### config.mk
export PLATFORM = sky130hd
export DESIGN_NAME = axi_bw_rr_allocator
export DESIGN_NICKNAME = d
export VERILOG_FILES = /design/src/rtl/axi_bw_rr_allocator.sv
export SDC_FILE = /design/constraint.sdc
export NUM_CORES = 1
export LEC_CHECK = 0
export CAP_MARGIN = 40
export CORE_ASPECT_RATIO = 0.9
export CORE_MARGIN = 3
export CORE_UTILIZATION = 39
export CTS_BUF_LIST = sky130_fd_sc_hd__clkbuf_2 sky130_fd_sc_hd__clkbuf_4 sky130_fd_sc_hd__clkbuf_8
export CTS_CLUSTER_DIAMETER = 30
export DETAILED_ROUTE_END_ITERATION = 16
export GPL_ROUTABILITY_DRIVEN = 0
export PLACE_DENSITY = 0.87
export SYNTH_ARGS = -nofsm -noshare
export SYNTH_HDL_FRONTEND = slang
export SYNTH_SLANG_ARGS = --single-unit
### constraint.sdc
create_clock -name clk -period 5 [get_ports clk]
set_clock_uncertainty 0.2 [all_clocks]
set_input_delay 1 -clock clk [delete_from_list [all_inputs] [get_ports clk]]
set_output_delay 1 -clock clk [all_outputs]
set_load 0.02 [all_outputs]
### src/rtl/axi_bw_rr_allocator.sv
// B-channel allocator for one target port: arbitrates initiator-side B responses into a registered slice.
// Define AXI_BW_RR_EN for round-robin arbitration; otherwise the lowest asserted index wins.
module axi_bw_rr_allocator #(
    parameter int N_INIT_PORT = 4,
    parameter int AXI_ID_W    = 5,
    parameter int AXI_USER_W  = 6
) (
    input  logic                              clk,
    input  logic                              rst,
    input  logic [N_INIT_PORT-1:0]            bvalid_i,
    output logic [N_INIT_PORT-1:0]            bready_o,
    input  logic [N_INIT_PORT*AXI_ID_W-1:0]   bid_i,
    input  logic [N_INIT_PORT*2-1:0]          bresp_i,
    input  logic [N_INIT_PORT*AXI_USER_W-1:0] buser_i,
    output logic                              bvalid_o,
    input  logic                              bready_i,
    output logic [AXI_ID_W-1:0]               bid_o,
    output logic [1:0]                        bresp_o,
    output logic [AXI_USER_W-1:0]             buser_o
);

    localparam int IDX_W = (N_INIT_PORT > 1) ? $clog2(N_INIT_PORT) : 1;
    typedef logic [IDX_W-1:0] idx_t;

    logic can_load;
    logic load;
    idx_t winner;

    assign can_load = !bvalid_o || bready_i;
    assign load     = !rst && can_load && (|bvalid_i);

`ifdef AXI_BW_RR_EN
    idx_t ptr;

    // Later assignments override earlier ones: the first pass picks the lowest
    // asserted index (wrap-around case), the second the lowest one at or above ptr.
    always_comb begin
        // NOTE: every always_comb output gets a default first so no latch is inferred.
        winner = '0;
        for (int k = N_INIT_PORT - 1; k >= 0; k--) begin
            if (bvalid_i[k]) winner = idx_t'(k);
        end
        for (int k = N_INIT_PORT - 1; k >= 0; k--) begin
            if (bvalid_i[k] && (k >= int'(ptr))) winner = idx_t'(k);
        end
    end
`else
    always_comb begin
        winner = '0;
        for (int k = N_INIT_PORT - 1; k >= 0; k--) begin
            if (bvalid_i[k]) winner = idx_t'(k);
        end
    end
`endif

    always_comb begin
        bready_o = '0;
        if (load) bready_o[winner] = 1'b1;
    end

    // NOTE: sequential state uses non-blocking assignments only.
    always_ff @(posedge clk) begin
        if (rst) begin
            // NOTE: payload is reset too, so bid_o/bresp_o/buser_o read 0 out of reset.
            bvalid_o <= 1'b0;
            bid_o    <= '0;
            bresp_o  <= '0;
            buser_o  <= '0;
`ifdef AXI_BW_RR_EN
            ptr      <= '0;
`endif
        end else if (load) begin
            bvalid_o <= 1'b1;
            bid_o    <= bid_i[int'(winner)*AXI_ID_W +: AXI_ID_W];
            bresp_o  <= bresp_i[int'(winner)*2 +: 2];
            buser_o  <= buser_i[int'(winner)*AXI_USER_W +: AXI_USER_W];
`ifdef AXI_BW_RR_EN
            ptr      <= (int'(winner) == N_INIT_PORT - 1) ? '0 : winner + idx_t'(1);
`endif
        end else if (can_load) begin
            // Drained (or already empty) with nothing to load; payload holds.
            bvalid_o <= 1'b0;
        end
    end

endmodule

After elaboration in Yosys (flattened, before gate mapping) --
Index checks and enable logic that the tools add are counted.
Cells by class: multiply operators 2, $lt $le $gt $ge 2, shift operators 3, muxes and demuxes 9, reductions and logical operators 8
Operator list (number):
- variable part select 24 x 6 -> 6 bit | 1
- variable part select 20 x 6 -> 5 bit | 1
- 2-to-1 mux 2 bit | 4
- variable part select 8 x 4 -> 2 bit | 1
- multiplier 2 x 3 -> 5 bit (second input constant) | 1
- multiplier 2 x 2 -> 4 bit (second input constant) | 1
- 2-to-1 mux 4 bit | 1
- OR reduction 4 bit | 1
- logical AND 1 bit | 3
- less-than comparator 2 x 3 -> 1 bit (second input constant) | 1
- 2-to-1 mux 1 bit | 3
- demux 1 bit (select 2 bit) | 1
- >= comparator 2 x 1 -> 1 bit (second input constant) | 1
- zero test 1 bit | 2
- nonzero test 2 bit | 1
- logical OR 1 bit | 1
Storage, ports and cells: flip-flop bits (word level) 14, input bits 59, output and inout bits 18, word-level logic and storage cells 28

Logic depth before layout (Yosys ltp) --
Gate-level depths: netlist of the first run.
word-level depth 9, mapped depth 7, depth with buffers taken out 4

Least setup slack after synthesis of the first run --
OpenSTA, ideal clock, no wires.
kind input to output, start point in bvalid_i[0], end point out bready_o[0], data arrival time 2.032 ns, data required time 3.800 ns, path slack 1.768 ns, stages on the path 3, buffers on the path 2, cell sequence clkbuf_1 clkbuf_1 nor3b_1
Between the ends: longest elaborated chain between the ends 6, elaborated cells on any way between the ends 9, those cells by class order compare (2); mux (4); reduce/logical (3)
RTL lines:
- from (decl) | line 10 | input logic [N_INIT_PORT-1:0] bvalid_i,
- 2-to-1 mux 2 bit | line 51 | if (bvalid_i[k]) winner = idx_t'(k);
- less-than comparator 2 x 3 -> 1 bit (implied by the code) / >= comparator 2 x 1 -> 1 bit (equally long branches) | line 58 | if (load) bready_o[winner] = 1'b1;
- logical AND 1 bit (implied by the code) | line 58
- 2-to-1 mux 1 bit (implied by the code) | line 58
- demux 1 bit (select 2 bit) | line 58
- 2-to-1 mux 4 bit * | line 58
- to (decl) | line 11 | output logic [N_INIT_PORT-1:0] bready_o,
Mark *: on every way between the ends. The rest lies on a longest branch, timed or not.

Worst setup path after layout of the first run --
Same ends and word-level chain as after synthesis.

==> impl_metrics.csv, run 1 <==
group,metric,value,unit
cts,cts.repair_timing.setup_buffer_count,0,
yosys,post_synth_main_area_contributors,"sky130_fd_sc_hd__dfxtp_1 25%, sky130_fd_sc_hd__nor2b_1 20%, sky130_fd_sc_hd__mux2_4 13%",
yosys,synth_nets,190,
timing,max_freq,241.0,MHz
floorplanning,die_area,0.003608,mm2
cts,clock_tree_from_tritoncts,"yes",
cts,clock-root-buffer,"sky130_fd_sc_hd__clkbuf_4",
floorplanning,die_height,57.29,um
worst_setup_path,cp-start-kind,"input port",
job,maxCapViolCount,0,
cts,numCtsBuffers,3,
worst_hold_path,min-delay-path-class,"reg -> reg",
timing,slew_violations,0,
timing,final_hold_viol_count,0,
worst_setup_path,critical_path_peak_fanout,17,
global_routing,first_pass_grt_wire_length,5.975,mm
floorplanning,floorplan.initialDensity,43.57,%
timing,fin_ws,0.8514,ns
pwr,design_power_total,385.3,uW
timing,grt_setup_unrepaired,"false",
global_routing,grt_max_degree,18,
cts,clockBufferDepth,2,
timing,period_share,82.97,%
global_routing,grt_remaining_overflow,0,
pwr,power_per_cell_area,197.3,mW/mm2
global_routing,grtUsageTotal,20.54,%
worst_setup_path,crit_path_end_kind,"primary output",
yosys,syn_inst,131,
route,routed_wl,3.750,mm
cells_and_area,synthToLayoutAreaGrowth,71.35,%
yosys,post_synth.cell_area_avg,8.701,um2
route,detail_route.drc_violations,0,
timing,worst_pin_slew,0.9103,ns
route,avgViaCountPerCell,5.161,
timing,finalSetupTns,0,ns
cells_and_area,final-instance-count-excl-fill,242,
cells_and_area,diodes,0,
cells_and_area,post_route_cells_drive_above_1_share,11.76,%
worst_setup_path,worst_ep_arrival_time,2.95,ns
yosys,synth_top_area_share,24.59,%
cts,clk_latency,0.27,ns
yosys,ys_warn_count,0,
route,num_vias,1249,
cts,cts.hold.buffers_added,0,
route,tritonroute_pass_1_iters,4,
pwr,power.leakage,0.7365,nW
global_routing,antenna_found_initial,0,
floorplanning,rows,17,
cts,cts.repair.resized,0,
floorplanning,floorplan.die.width,62.99,um
cells_and_area,most_frequent_cells_in_the_layout,"76 x sky130_fd_sc_hd__clkdlybuf4s50_1, 37 x sky130_fd_sc_hd__nor2b_1, 14 x sky130_fd_sc_hd__dfxtp_1",
worst_setup_path,required_worst_endpoint,3.80,ns
floorplanning,core_area,0.002616,mm2
cts,ctsHtreeMaxLevel,1,
cells_and_area,mostFrequentLayoutCell,"sky130_fd_sc_hd__clkdlybuf4s50_1",
yosys,yosys.cell_types.count,20,
route,routed_wire_length_per_instance,15.50,um
placement,dp_cells,238,
yosys,synthesis_stage_register_bit_count,14,
timing,slew_headroom,39.19,%
cells_and_area,number_of_nets_at_the_end_of_the_flow,264,
route,drt_iter0_drc,43,
cts,cts_sinks,14,
floorplanning,io_pins,77,
placement,post-place-ws,0.8871,ns
worst_setup_path,timing_worst_setup_path_type,"in -> out",
placement,place.detailed.hpwl,3.028,mm
yosys,yosysTopAreaCell,"sky130_fd_sc_hd__dfxtp_1",
timing,worst_hold_slack,0.4204,ns
global_routing,number_of_global_route_vias_before_repair,1288,
yosys,netlist_area,0.001140,mm2
timing,setup_viol_count_final,0,
yosys,synth_sequential_area_ratio,24.59,%
run_status,run_status,"completed",
route,ant_nets,0,
cts,clk_pin_slew,0.08,ns
pwr,max-vdd-ir-drop,0.08797,mV
timing,min_period,4.149,ns
placement,placement.io_buffers,76,
## synthesized netlist by cell type
| library cell | n |
|---|---|
| sky130_fd_sc_hd__o22ai_1 | 13 |
| sky130_fd_sc_hd__clkbuf_1 | 8 |
| sky130_fd_sc_hd__dfxtp_1 | 14 |
| sky130_fd_sc_hd__nor2b_1 | 37 |
| sky130_fd_sc_hd__nor3_1 | 1 |
| sky130_fd_sc_hd__nor2_1 | 2 |
| sky130_fd_sc_hd__and2_1 | 2 |
| sky130_fd_sc_hd__buf_2 | 1 |
| sky130_fd_sc_hd__and3_1 | 1 |
| sky130_fd_sc_hd__and2b_1 | 5 |
| sky130_fd_sc_hd__a21oi_1 | 13 |
| sky130_fd_sc_hd__nor4_1 | 1 |
| sky130_fd_sc_hd__nor3_2 | 1 |
| sky130_fd_sc_hd__mux2_4 | 10 |
| sky130_fd_sc_hd__nor3_4 | 1 |
| sky130_fd_sc_hd__a221oi_1 | 13 |
| sky130_fd_sc_hd__buf_6 | 3 |
| sky130_fd_sc_hd__nor3b_1 | 1 |
| sky130_fd_sc_hd__mux2_2 | 3 |
| sky130_fd_sc_hd__or2_1 | 1 |
## routing by layer
| metal | track usage [%] | share of wire (%) | vias up |
|---|---|---|---|
| li1 | - | - | 626 |
| met2 | 36.39 | 53 | 44 |
| met1 | 26.01 | 40 | 577 |
| met3 | 2.362 | 6.3 | 2 |
| met4 | 6.604 | 0.59 | 0 |
| met5 | 0 | 0 | - |
## area by class of cell
| type | count | area [um2] |
|---|---|---|
| repair buffers | 81 | 798.3 |
| flip-flops and latches | 14 | 280.3 |
| multi-input cells | 105 | 790.8 |
| fillers | 227 | 663.1 |
| well taps | 38 | 47.55 |
| clock buffers | 4 | 36.28 |
## worst paths after layout
kind | from | end | slack (ns) | depth (start not counted)
setup / recovery | bvalid_i[0] | bready_o[0] | 0.85 | 4
hold / removal | bid_o[2] | bid_o[2] | 0.42 | 2
setup reg to reg | bvalid_o | bid_o[1] | 3.40 | 4
hold reg to reg | bid_o[2] | bid_o[2] | 0.42 | 2
## state kept, by name, summed over array words and instances (netlist names)
signal	cells
bresp_o	2
bvalid_o	1
bid_o	5
buser_o	6
## power breakdown
group / leakage, nW / switching [mW] / total [mW] / internal, mW
Sequential: 0.117 / 0.00641 / 0.132 / 0.125
Combinational: 0.598 / 0.0694 / 0.175 / 0.106
Clock: 0.0210 / 0.0342 / 0.0785 / 0.0443
Total: 0.737 / 0.110 / 0.385 / 0.275
## critical path: stages
cell and delay, ns:
sky130_fd_sc_hd__clkdlybuf4s50_1 0.79, sky130_fd_sc_hd__buf_4 0.29, sky130_fd_sc_hd__nor3b_1 0.22, sky130_fd_sc_hd__clkdlybuf4s50_1 0.64
## metrics by stage
step | utilization, % | cell area, um2
floorplan | - | 1140
global placement | 73.27 | 1917
detailed placement | 73.27 | 1917
CTS | 74.65 | 1953
global route | 74.65 | 1953
finish | 74.65 | 1953
## logic make-up after synthesis
group / Yosys count / share of synthesized area [%]
compound gates: 39 / 22.83
buf+inv: 12 / 6.037
flops: 14 / 24.59
mux: 13 / 16.14
simple gates: 53 / 30.41
Power figures use the tool's default switching activity.
==> run 2, diff against run 1 <==
--- a/config.mk
+++ b/config.mk
@@ -8,12 +8,12 @@
 export CAP_MARGIN = 40
 export CORE_ASPECT_RATIO = 0.9
 export CORE_MARGIN = 3
-export CORE_UTILIZATION = 39
+export CORE_UTILIZATION = 33
 export CTS_BUF_LIST = sky130_fd_sc_hd__clkbuf_2 sky130_fd_sc_hd__clkbuf_4 sky130_fd_sc_hd__clkbuf_8
 export CTS_CLUSTER_DIAMETER = 30
 export DETAILED_ROUTE_END_ITERATION = 16
 export GPL_ROUTABILITY_DRIVEN = 0
-export PLACE_DENSITY = 0.87
+export PLACE_DENSITY = 0.78
 export SYNTH_ARGS = -nofsm -noshare
 export SYNTH_HDL_FRONTEND = slang
 export SYNTH_SLANG_ARGS = --single-unit
==> constraint.sdc (replaced) <==
create_clock -name clk -period 3.4 [get_ports clk]
set_clock_uncertainty 0.2 [all_clocks]
set_input_delay 0.68 -clock clk [delete_from_list [all_inputs] [get_ports clk]]
set_output_delay 0.68 -clock clk [all_outputs]
set_load 0.02 [all_outputs]
==> run 2 against run 1 <==
Effect of this change:
- clock power up 110%
- wire length increased by 6.6%
- cell count up 3.7%
- setup slack worse by 0.64 ns
- register-to-register slack got worse by 1.6 ns
- highest routed layer unchanged
==> impl_metrics.csv, run 2 (same netlist as run 1, synthesis figures left out) <==
group,metric,value,unit
cts,cts.repair_timing.setup_buffer_count,0,
floorplanning,io_pins,77,
cells_and_area,most_frequent_cells_in_the_layout,"76 x sky130_fd_sc_hd__clkdlybuf4s50_1, 37 x sky130_fd_sc_hd__nor2b_1, 14 x sky130_fd_sc_hd__dfxtp_1",
cts,clockBufferDepth,2,
cells_and_area,number_of_nets_at_the_end_of_the_flow,269,
cells_and_area,final_area,0.002014,mm2
timing,worst_pin_slew,0.3966,ns
cells_and_area,largest_register_ffs,6,
cts,clk_pin_slew,0.06,ns
timing,period_share,93.68,%
global_routing,global_route_track_usage_on_met2,36.13,%
worst_setup_path,worstReg2RegStart,"bvalid_o",
timing,fin_ws,0.2149,ns
route,routed_wl,3.999,mm
global_routing,antenna_found_initial,0,
cells_and_area,reg.largest.list,"buser_o x6, bid_o x5, bresp_o x2",
worst_setup_path,rr_worst_depth,4,
cts,numCtsBuffers,3,
global_routing,grtUsageTotal,19.63,%
worst_setup_path,cp-start-kind,"input port",
placement,post-place-ws,0.2177,ns
cells_and_area,mostFrequentLayoutCell,"sky130_fd_sc_hd__clkdlybuf4s50_1",
timing,worst_hold_slack,0.4111,ns
worst_hold_path,min-delay-path-class,"reg -> reg",
worst_setup_path,timing_worst_setup_path_type,"in -> out",
global_routing,grt_use_met1,24.01,%
global_routing,grt_remaining_overflow,0,
run_status,run_status,"completed",
floorplanning,rows,19,
global_routing,grt_max_degree,22,
placement,placement.io_buffers,76,
global_routing,number_of_global_route_vias_before_repair,1359,
cts,clk_latency,0.24,ns
timing,grt_setup_unrepaired,"false",
pwr,switching_part_of_the_total_power,27.97,%
global_routing,first_pass_grt_wire_length,6.196,mm
cts,cts.repair.resized,0,
worst_setup_path,startpoint,"bready_i",
floorplanning,floorplan.die.width,67.95,um
placement,dp_cells,247,
worst_setup_path,crit_path_end_kind,"primary output",
cells_and_area,synthToLayoutAreaGrowth,76.73,%
job,maxCapViolCount,0,
cts,cts.hold.buffers_added,0,
timing,slew_violations,0,
timing,setup_viol_count_final,0,
worst_setup_path,required_worst_endpoint,2.52,ns
pwr,power_per_cell_area,307.6,mW/mm2
pwr,power.leakage,0.7683,nW
pwr,pwr-share-seq,31.4,%
global_routing,grtUsageMet3,2.158,%
pwr,netSwitchingPower,173.3,uW
cells_and_area,final_core_utilization,63.24,%
floorplanning,die_area,0.004196,mm2
placement,place.detailed.hpwl,3.219,mm
worst_hold_path,hold_path_startpoint,"bid_o[1]",
cells_and_area,registers.top_by_ff_count,"buser_o",
timing,min_period,3.185,ns
timing,slew_headroom,73.50,%
route,avgViaCountPerCell,5.167,
floorplanning,core_area,0.003186,mm2
pwr,cellInternalPower,446.3,uW
timing,final_hold_viol_count,0,
cts,ctsHtreeMaxLevel,1,
route,num_vias,1297,
route,tritonroute_pass_1_iters,4,
placement,dpl_cell_area,0.001959,mm2
cts,cts_sinks,14,
pwr,max-vdd-ir-drop,0.1526,mV
cells_and_area,filler_cell_count,282,
cts,clock-root-buffer,"sky130_fd_sc_hd__clkbuf_8",
route,drt_iter0_drc,37,
route,ant_nets,0,
timing,max_freq,314.0,MHz
floorplanning,die_height,61.76,um
route,routed_wire_length_per_instance,15.93,um
pwr,share_comb_of_total_power,42.3,%
pwr,share_clk_of_total_power,26.3,%
worst_setup_path,worst_ep_arrival_time,2.31,ns
floorplanning,floorplan.initialDensity,35.78,%
timing,finalSetupTns,0,ns
worst_setup_path,critical_path_peak_fanout,4,
cells_and_area,post_route_cells_drive_above_1_share,13.88,%
cells_and_area,diodes,0,
pwr,design_power_total,619.6,uW
worst_hold_path,min_path_cells,2,
cts,clock_tree_from_tritoncts,"yes",
cells_and_area,final-instance-count-excl-fill,251,
global_routing,busiest_layer,"met2",
route,detail_route.drc_violations,0,
run 2: cell count changes in the layout (fill, tap and decap cells not counted), sizes merged:
| cell | change |
|---|---|
| buf | +5 |
run 2: worst paths after layout:
path,endpoint,slack [ns]
worst min-delay path,bid_o[1],0.41
worst max register to register,bid_o[2],1.81
worst max-delay path,bready_o[3],0.21
worst min register to register,bid_o[1],0.41
run 2: power groups by stage:
| stage | combinational (mW) | sequential (mW) | clock, mW |
|---|---|---|---|
| 2_1_floorplan | 0.101 | 0.221 | 0 |
| 3_3_place_gp | 0.255 | 0.198 | 0 |
| 3_5_place_dp | 0.263 | 0.198 | 0 |
| 4_1_cts | 0.263 | 0.195 | 0.165 |
| 5_1_grt | 0.279 | 0.197 | 0.172 |
| 6_report | 0.262 | 0.195 | 0.163 |
run 2: area by class of cell:
cell class | count | area, um2 | share of cell area (%)
well taps | 42 | 52.55 | 2.609
multi-input cells | 105 | 790.8 | 39.25
flip-flops and latches | 14 | 280.3 | 13.91
clock buffers | 4 | 55.05 | 2.733
repair buffers | 86 | 835.8 | 41.49
run 2: critical path: stages:
cell                              delay, ns
sky130_fd_sc_hd__clkdlybuf4s50_1       0.46
sky130_fd_sc_hd__nor2b_1               0.08
sky130_fd_sc_hd__nor3_1                0.26
sky130_fd_sc_hd__and3_1                0.21
sky130_fd_sc_hd__clkdlybuf4s50_1       0.61
run 2: per-layer routing:
metal | vias up | routed length, um
met2 | 43 | 2069
met1 | 614 | 1686
li1 | 636 | -
met3 | 4 | 211
met4 | 0 | 31
met5 | - | 0
==> run 3, diff against run 2 <==
--- a/config.mk
+++ b/config.mk
@@ -8,12 +8,12 @@
 export CAP_MARGIN = 40
 export CORE_ASPECT_RATIO = 0.9
 export CORE_MARGIN = 3
-export CORE_UTILIZATION = 33
+export CORE_UTILIZATION = 37
 export CTS_BUF_LIST = sky130_fd_sc_hd__clkbuf_2 sky130_fd_sc_hd__clkbuf_4 sky130_fd_sc_hd__clkbuf_8
 export CTS_CLUSTER_DIAMETER = 30
 export DETAILED_ROUTE_END_ITERATION = 16
 export GPL_ROUTABILITY_DRIVEN = 0
-export PLACE_DENSITY = 0.78
+export PLACE_DENSITY = 0.83
 export SYNTH_ARGS = -nofsm -noshare
 export SYNTH_HDL_FRONTEND = slang
 export SYNTH_SLANG_ARGS = --single-unit
==> constraint.sdc (replaced) <==
create_clock -name clk -period 3.15 [get_ports clk]
set_clock_uncertainty 0.2 [all_clocks]
set_input_delay 0.63 -clock clk [delete_from_list [all_inputs] [get_ports clk]]
set_output_delay 0.63 -clock clk [all_outputs]
set_load 0.02 [all_outputs]
==> run 3 against run 2 <==
Effect of this change:
- worst hold slack gained 0.013 ns
- count of clock-buffer cells in the layout is the same
- setup slack lost 0.10 ns
- utilization up 7.0 points
- critical path depth up 1
- combinational power rose by 8.0%
- non-clock buffer count stayed put
- first-iteration DRC count decreased by 11%
- clock power fell by 23%
- critical path type unchanged
- highest routed layer unchanged
==> impl_metrics.csv, run 3 (same netlist as run 1, synthesis figures left out) <==
group,metric,value,unit
worst_hold_path,min_path_cells,2,
route,routed_wire_length_per_instance,15.25,um
placement,place.detailed.hpwl,3.156,mm
route,drt_iter0_drc,33,
cts,clockBufferDepth,2,
timing,worst_hold_slack,0.4244,ns
worst_setup_path,crit_path_end_kind,"primary output",
timing,slew_headroom,41.99,%
timing,finalSetupTns,0,ns
worst_hold_path,hold_end,"bid_o[2]",
cells_and_area,most_frequent_cells_in_the_layout,"76 x sky130_fd_sc_hd__clkdlybuf4s50_1, 37 x sky130_fd_sc_hd__nor2b_1, 14 x sky130_fd_sc_hd__dfxtp_1",
cells_and_area,final_area,0.001993,mm2
floorplanning,die_area,0.003784,mm2
cts,cts.repair.resized,0,
timing,fin_ws,0.1124,ns
route,tritonroute_pass_1_iters,4,
cts,clock_tree_from_tritoncts,"yes",
worst_setup_path,timing_worst_setup_path_type,"in -> out",
timing,setup_viol_count_final,0,
timing,slew_violations,0,
cts,clock-root-buffer,"sky130_fd_sc_hd__clkbuf_4",
route,routed_wl,3.797,mm
floorplanning,core_area,0.002838,mm2
pwr,pwr-share-seq,33.8,%
cells_and_area,final_core_utilization,70.24,%
route,num_vias,1315,
timing,period_share,96.43,%
timing,min_period,3.038,ns
cells_and_area,final-seq-area,280.3,um2
pwr,netSwitchingPower,177.1,uW
worst_hold_path,min-delay-path-class,"reg -> reg",
floorplanning,floorplan.initialDensity,40.17,%
timing,grt_setup_unrepaired,"false",
route,detail_route.drc_violations,0,
run_status,run_status,"completed",
global_routing,antenna_found_initial,0,
worst_setup_path,critical_path_peak_fanout,3,
timing,final_hold_viol_count,0,
cells_and_area,synthToLayoutAreaGrowth,74.86,%
pwr,power_per_cell_area,310.3,mW/mm2
placement,placement.io_buffers,76,
global_routing,grt_max_degree,30,
floorplanning,floorplan.die.width,64.51,um
worst_hold_path,hold_path_startpoint,"bid_o[2]",
cells_and_area,mostFrequentLayoutCell,"sky130_fd_sc_hd__clkdlybuf4s50_1",
pwr,power.leakage,0.7612,nW
pwr,share_clk_of_total_power,20.4,%
route,avgViaCountPerCell,5.281,
worst_setup_path,worstReg2RegStart,"bvalid_o",
cells_and_area,diodes,0,
cts,cts.hold.buffers_added,0,
global_routing,first_pass_grt_wire_length,5.927,mm
pwr,switching_part_of_the_total_power,28.64,%
floorplanning,io_pins,77,
floorplanning,die_height,58.66,um
worst_setup_path,reg2reg_to,"bid_o[0]",
placement,dpl_cell_area,0.001957,mm2
global_routing,grt_remaining_overflow,0,
route,ant_nets,0,
worst_setup_path,worst_ep_arrival_time,2.21,ns
cells_and_area,number_of_nets_at_the_end_of_the_flow,269,
cells_and_area,reg.largest.list,"buser_o x6, bid_o x5, bresp_o x2",
cells_and_area,filler_cell_count,259,
cells_and_area,registers.top_by_ff_count,"buser_o",
global_routing,grtUsageTotal,20.34,%
pwr,share_comb_of_total_power,45.8,%
cts,numCtsBuffers,3,
cts,clk_latency,0.27,ns
cts,cts.repair_timing.setup_buffer_count,0,
floorplanning,rows,18,
cts,cts_sinks,14,
worst_setup_path,rr_worst_depth,5,
cells_and_area,post_route_cells_drive_above_1_share,13.88,%
cts,ctsHtreeMaxLevel,1,
pwr,cellInternalPower,441.4,uW
worst_setup_path,required_worst_endpoint,2.32,ns
worst_setup_path,cp-start-kind,"input port",
job,maxCapViolCount,0,
pwr,max-vdd-ir-drop,0.1302,mV
global_routing,number_of_global_route_vias_before_repair,1282,
worst_setup_path,timing.reg2reg.setup_slack,1.50,ns
cells_and_area,multi_input_comb_area,790.8,um2
placement,post-place-ws,0.1326,ns
cells_and_area,largest_register_ffs,6,
timing,max_freq,329.2,MHz
timing,worst_pin_slew,0.8684,ns
cts,clk_pin_slew,0.08,ns
==> run 3: changes by cell type in the layout (fill, tap and decap cells not counted) <==
cell                       change
sky130_fd_sc_hd__clkbuf_4      +3
sky130_fd_sc_hd__clkbuf_8      -3
==> run 3: area by class of cell <==
type                    instances  area share [%]
repair buffers                 86           41.93
multi-input cells             105           39.67
flip-flops and latches         14           14.06
well taps                      40           2.511
clock buffers                   4           1.820
==> run 3: worst max-delay path by stage <==
stage | startpoint | endpoint | cells after the start
floorplan | bvalid_i[0] | bready_o[0] | 3
global placement | bready_i | bready_o[3] | 6
detailed placement | bready_i | bready_o[3] | 6
CTS | bready_i | bready_o[3] | 6
global route | bready_i | bready_o[3] | 6
finish | bready_i | bready_o[3] | 6
==> run 3: critical path: stages <==
cell and delay [ns]:
sky130_fd_sc_hd__clkdlybuf4s50_1 0.45, sky130_fd_sc_hd__nor2b_1 0.06, sky130_fd_sc_hd__nor3_1 0.16, sky130_fd_sc_hd__buf_4 0.15, sky130_fd_sc_hd__and3_1 0.14, sky130_fd_sc_hd__clkdlybuf4s50_1 0.60
==> run 3: power groups by stage <==
stage | Clock [mW] | Sequential, mW | Combinational (mW)
detailed placement | 0 | 0.214 | 0.283
CTS | 0.128 | 0.210 | 0.284
global placement | 0 | 0.212 | 0.276
global route | 0.141 | 0.212 | 0.301
floorplan | 0 | 0.239 | 0.109
finish | 0.126 | 0.209 | 0.283
==> run 3: routing by layer <==
| layer | track usage, % | part of all wire, % |
|---|---|---|
| met5 | 0 | 0 |
| met4 | 8.133 | 1.2 |
| met3 | 1.908 | 7.2 |
| met2 | 35.88 | 52 |
| met1 | 25.73 | 40 |
==> run 3: per-stage QoR <==
step           std cells  total power [mW]
4_1_cts              249            0.6225
3_3_place_gp         245            0.4889
2_1_floorplan        131            0.3475
6_report             249            0.6185
3_5_place_dp         245            0.4966
5_1_grt              249            0.6548
